$ cat config.mk
export PLATFORM = sky130hd
export DESIGN_NAME = prog_mod_counter
export DESIGN_NICKNAME = d
export VERILOG_FILES = /design/src/rtl/prog_mod_counter.sv
export SDC_FILE = /design/constraint.sdc
export NUM_CORES = 1
export LEC_CHECK = 0
export BUFFER_PORTS_ARGS = -buffer_cell sky130_fd_sc_hd__buf_2
export CAP_MARGIN = 20
export CORE_ASPECT_RATIO = 1.2
export CORE_UTILIZATION = 35
export DETAILED_ROUTE_END_ITERATION = 7
export HOLD_SLACK_MARGIN = 0.03
export PLACE_DENSITY = 0.67
export SETUP_SLACK_MARGIN = 0.3
export SLEW_MARGIN = 10
export SYNTH_ARGS = -nofsm -noshare
export SYNTH_HDL_FRONTEND = slang
export SYNTH_SLANG_ARGS = --single-unit
export TNS_END_PERCENT = 100
$ cat constraint.sdc
create_clock -name clk -period 3.5 [get_ports clk]
set_input_delay 0.175 -clock clk [delete_from_list [all_inputs] [get_ports clk]]
set_output_delay 0.175 -clock clk [all_outputs]
set_load 0.03 [all_outputs]
$ cat src/rtl/prog_mod_counter.sv
// Programmable-modulus up/down counter with wrap, saturate and one-shot modes.
// count, tc and done are registered; the priority is rst > clear > load > counting.
module prog_mod_counter #(
  parameter int unsigned WIDTH     = 4,
  parameter int unsigned RESET_VAL = 0
) (
  input  logic             clk,
  input  logic             rst,
  input  logic             en,
  input  logic             up_dn,
  input  logic [1:0]       mode,
  input  logic [WIDTH-1:0] limit,
  input  logic             load,
  input  logic [WIDTH-1:0] load_val,
  input  logic             clear,
  output logic [WIDTH-1:0] count,
  output logic             tc,
  output logic             done
);

  typedef enum logic [1:0] {
    MODE_WRAP     = 2'b00,
    MODE_SAT      = 2'b01,
    MODE_ONESHOT  = 2'b10,
    MODE_WRAP_ALT = 2'b11
  } mode_e;

  localparam logic [WIDTH-1:0] L_RESET_VAL = WIDTH'(RESET_VAL);

  logic [WIDTH-1:0] r_count;
  logic             r_tc;
  logic             r_done;

  mode_e            w_mode;
  logic             w_at_term;
  logic [WIDTH-1:0] w_count_nxt;
  logic             w_tc_nxt;
  logic             w_done_nxt;

  assign w_mode = mode_e'(mode);

  // Up direction treats any value at or above limit as terminal, so an
  // over-limit load wraps or saturates on the next enabled edge.
  assign w_at_term = up_dn ? (r_count >= limit) : (r_count == '0);

  always_comb begin
    w_count_nxt = r_count;
    w_tc_nxt    = 1'b0;
    w_done_nxt  = r_done;
    if (clear) begin
      w_count_nxt = L_RESET_VAL;
      w_done_nxt  = 1'b0;
    end else if (load) begin
      w_count_nxt = load_val;
      w_done_nxt  = 1'b0;
    end else if (en && !r_done) begin
      if (!w_at_term) begin
        w_count_nxt = up_dn ? r_count + 1'b1 : r_count - 1'b1;
      end else begin
        w_tc_nxt = 1'b1;
        unique case (w_mode)
          MODE_SAT:     w_count_nxt = r_count;
          MODE_ONESHOT: w_done_nxt  = 1'b1;
          MODE_WRAP,
          MODE_WRAP_ALT: w_count_nxt = up_dn ? '0 : limit;
          default:      w_count_nxt = r_count;
        endcase
      end
    end
  end

  always_ff @(posedge clk) begin
    if (rst) begin
      r_count <= L_RESET_VAL;
      r_tc    <= 1'b0;
      r_done  <= 1'b0;
    end else begin
      r_count <= w_count_nxt;
      r_tc    <= w_tc_nxt;
      r_done  <= w_done_nxt;
    end
  end

  assign count = r_count;
  assign tc    = r_tc;
  assign done  = r_done;

endmodule

==> results.toml <==
[global_routing]
grt_util_all_layers_pct = 18.1
grt_antenna_before_repair = 0
total_grt_overflow = 0
grt_first_pass_wirelength_mm = 2.30
grt_start_max_net_pins = 10
grt_pass1_vias = 568

[clocking]
clock_path_buffers = 2
postCtsSetupBuffers = 0
tritoncts.num_buffers = 3
post_cts_resized = 0
clk_pin_slew_ns = 0.05
numClockSinks = 6
ctsHtreeMaxLevel = 1
clock_tree_from_tritoncts = "built"
hold_buffers = 0
root_buffer_cell = "sky130_fd_sc_hd__clkbuf_4"
later_pin_clock_latency_in_the_skew_report_ns = 0.25

[worst_setup_path]
flop_to_flop_setup_slack_ns = 1.45
crit_fanout = 7
critical_path.startpoint = "count[0]"
crit_path_end_kind = "flip-flop"
worst_ep_arrival_time_ns = 2.21
startpoint_of_the_most_critical_register_to_register_path = "count[0]"
worst-endpoint-required_ns = 3.65
critPathKind = "reg -> reg"
worst_setup_path_start_kind = "flip-flop"
timing.reg2reg.worst_path_depth = 7

[floorplan]
initial_utilization_pct = 39.2
floorplan.io_pins = 22
placeableCoreArea_mm2 = 0.00150
placementRows = 15
die_area_mm2 = 0.00185
die_y_um = 46.9
die-width_um = 39.4

[routing]
drc = 0
routedWlPerCell_um = 12.9
detail_route.iter0.violations = 18
dr_total_vias = 622
postRouteWirelength_mm = 1.42
detail_route.first_pass.iterations = 4
drtAntennaViolNets = 0
vias_per_cell = 5.65

[placed_design]
final_weighted_congestion_in_routability_driven_placement = 0.868
detailed_place_hpwl_mm = 1.17
dp_worst_setup_slack_ns = 1.51
number_of_i_o_port_buffers = 21
placed_cells = 107

[synth]
seq_area_frac_synth_pct = 20.4
mappedNetlistArea_um2 = 588
warnings_from_yosys = 0
synthesized_netlist_net_count = 94
postSynthCellCount = 70
average_cell_area_after_synthesis_um2 = 8.40
synth.ff_latch_count = 6
netlist-cell-type-count = 31

[timing]
fin_setup_tns_ns = 0
unrepaired_setup_endpoints_after_global_routing = "false"
timing.clock.skew_ns = 0.00455
report.final.slew_viol_count = 0
finalCriticalPeriod_ns = 2.05
max_clock_freq_mhz = 487
post-route-worst-setup-slack_ns = 1.45
final-hold-violation-count = 0
final.period_utilization_pct = 58.7
final.hold.worst_slack_ns = 0.208
worst_margin_slew_ns = 0.386
finalSetupViolations = 0
slew_headroom_pct = 74.1

[min_path]
holdCritPathClass = "in -> reg"
number_of_cells_traversed_by_the_worst_hold_path = 3
worstHoldStart = "clear"

[cells_and_area]
fin_cells = 110
final_net_count = 119
fill_cells = 158
diodes = 0
ratio_of_cells_with_drive_above_1_in_the_final_layout_pct = 35.5
layout-area-overhead-vs-synth_pct = 23.4

[status]
outcome = "complete, no violations"

[pwr]
p_per_area_mw_per_mm2 = 302
vdd.ir_drop.worst_mv = 0.181
leakagePower_uw = 0.000369

[flow_run]
maximum_capacitance_violations = 0
## critical path, stage by stage, from the launching register on
cell and delay, ns:
sky130_fd_sc_hd__dfxtp_1 0.48, sky130_fd_sc_hd__inv_1 0.10, sky130_fd_sc_hd__ha_1 0.30, sky130_fd_sc_hd__nor3b_2 0.21, sky130_fd_sc_hd__o211ai_2 0.16, sky130_fd_sc_hd__o21ai_1 0.25
sky130_fd_sc_hd__a221oi_1 0.18, sky130_fd_sc_hd__o31ai_1 0.29
## kinds of logic (layout without fill, tap and decap cells)
logic type	count (synthesis)	after routing	synth area share, %
DFF	6	6	20.4
adders and majority gates	8	8	18.3
buffers and inverters	8	31	6.38
AOI/OAI and AO/OA	27	27	32.6
xor gates and xnor gates	1	1	1.49
and+or+nand+nor	20	20	20.9
## layer usage
layer / vias up / global-route usage, % / wire [µm]
met3: 7 / 1.42 / 73
li1: 315 / - / -
met2: 28 / 32.8 / 687
met1: 272 / 21.2 / 622
met5: - / 0 / 0
met4: 0 / 8.28 / 36
## worst paths after layout
path	to
setup reg to reg	count[0]
hold reg to reg	done
setup / recovery	count[0]
hold / removal	count[3]
## registers in the layout, summed over array words and instances (netlist names)
| signal | cells |
|---|---|
| done | 1 |
| count | 4 |
| tc | 1 |
## layout by cell type (no fill, tap or decap)
cell	n
sky130_fd_sc_hd__buf_2	21
sky130_fd_sc_hd__inv_1	7
sky130_fd_sc_hd__a21oi_1	7
sky130_fd_sc_hd__ha_1	7
sky130_fd_sc_hd__dfxtp_1	6
sky130_fd_sc_hd__o21ai_0	5
sky130_fd_sc_hd__nand3_1	4
sky130_fd_sc_hd__nand2_1	3
sky130_fd_sc_hd__nor2_1	3
sky130_fd_sc_hd__a221oi_1	3
sky130_fd_sc_hd__clkbuf_4	3
sky130_fd_sc_hd__a21o_2	2
sky130_fd_sc_hd__o31ai_1	2
sky130_fd_sc_hd__and3_1	2
sky130_fd_sc_hd__nor4_2	1
sky130_fd_sc_hd__nor3b_2	1
sky130_fd_sc_hd__o211ai_1	1
sky130_fd_sc_hd__o211ai_2	1
sky130_fd_sc_hd__o21ai_1	1
sky130_fd_sc_hd__o211a_1	1
sky130_fd_sc_hd__or4_4	1
sky130_fd_sc_hd__nor2_2	1
sky130_fd_sc_hd__a21boi_2	1
sky130_fd_sc_hd__nand2b_1	1
sky130_fd_sc_hd__and2_1	1
sky130_fd_sc_hd__xor2_1	1
sky130_fd_sc_hd__o221ai_1	1
sky130_fd_sc_hd__a211o_1	1
sky130_fd_sc_hd__o311ai_1	1
sky130_fd_sc_hd__or2_2	1
sky130_fd_sc_hd__nor4_1	1
sky130_fd_sc_hd__fa_1	1
## synth_stat cells
library cell,count,area (µm²)
sky130_fd_sc_hd__or4_4,1,11.3
sky130_fd_sc_hd__o211ai_1,1,7.51
sky130_fd_sc_hd__nor3b_2,1,12.5
sky130_fd_sc_hd__a21o_2,2,17.5
sky130_fd_sc_hd__dfxtp_1,6,120
sky130_fd_sc_hd__nor2_1,3,11.3
sky130_fd_sc_hd__o211a_1,1,10.0
sky130_fd_sc_hd__nor2_2,1,6.26
sky130_fd_sc_hd__fa_1,1,20.0
sky130_fd_sc_hd__a21oi_1,7,35.0
sky130_fd_sc_hd__nand3_1,4,20.0
sky130_fd_sc_hd__xor2_1,1,8.76
sky130_fd_sc_hd__nand2b_1,1,6.26
sky130_fd_sc_hd__a221oi_1,3,26.3
sky130_fd_sc_hd__and2_1,1,6.26
sky130_fd_sc_hd__a211o_1,1,8.76
sky130_fd_sc_hd__o221ai_1,1,8.76
sky130_fd_sc_hd__nand2_1,3,11.3
sky130_fd_sc_hd__o31ai_1,2,15.0
sky130_fd_sc_hd__ha_1,7,87.6
sky130_fd_sc_hd__nor4_2,1,12.5
sky130_fd_sc_hd__o21ai_0,5,25.0
sky130_fd_sc_hd__o211ai_2,1,12.5
sky130_fd_sc_hd__or2_2,1,6.26
sky130_fd_sc_hd__nor4_1,1,6.26
sky130_fd_sc_hd__inv_1,7,26.3
sky130_fd_sc_hd__o21ai_1,1,5.00
sky130_fd_sc_hd__and3_1,2,12.5
sky130_fd_sc_hd__a21boi_2,1,11.3
sky130_fd_sc_hd__o311ai_1,1,8.76
sky130_fd_sc_hd__buf_6,1,11.3
## power breakdown
part / internal [µW] / leakage [µW] / switching (µW)
sequential: 71.7 / 0.0000489 / 6.16
combinational: 33.1 / 0.000306 / 44.1
clock: 38.8 / 0.0000138 / 25.4
## final cells by class
cell class / count / area, µm² / share of cell area, %
repair buffers: 21 / 105 / 14.5
clock buffers: 3 / 22.5 / 3.10
multi-input cells: 56 / 430 / 59.3
well taps: 17 / 21.3 / 2.93
flip-flops and latches: 6 / 120 / 16.6
inverters: 7 / 26.3 / 3.62
## metrics by stage
step | instance area [µm²] | total power (µW) | utilization [%]
final | 726 | 219 | 48.3
after floorplan | 588 | 132 | -
after CTS | 726 | 220 | 48.3
after detailed placement | 703 | 155 | 46.8
after global placement | 703 | 155 | 46.8
after global routing | 726 | 231 | 48.3
Power figures use the tool's default switching activity.
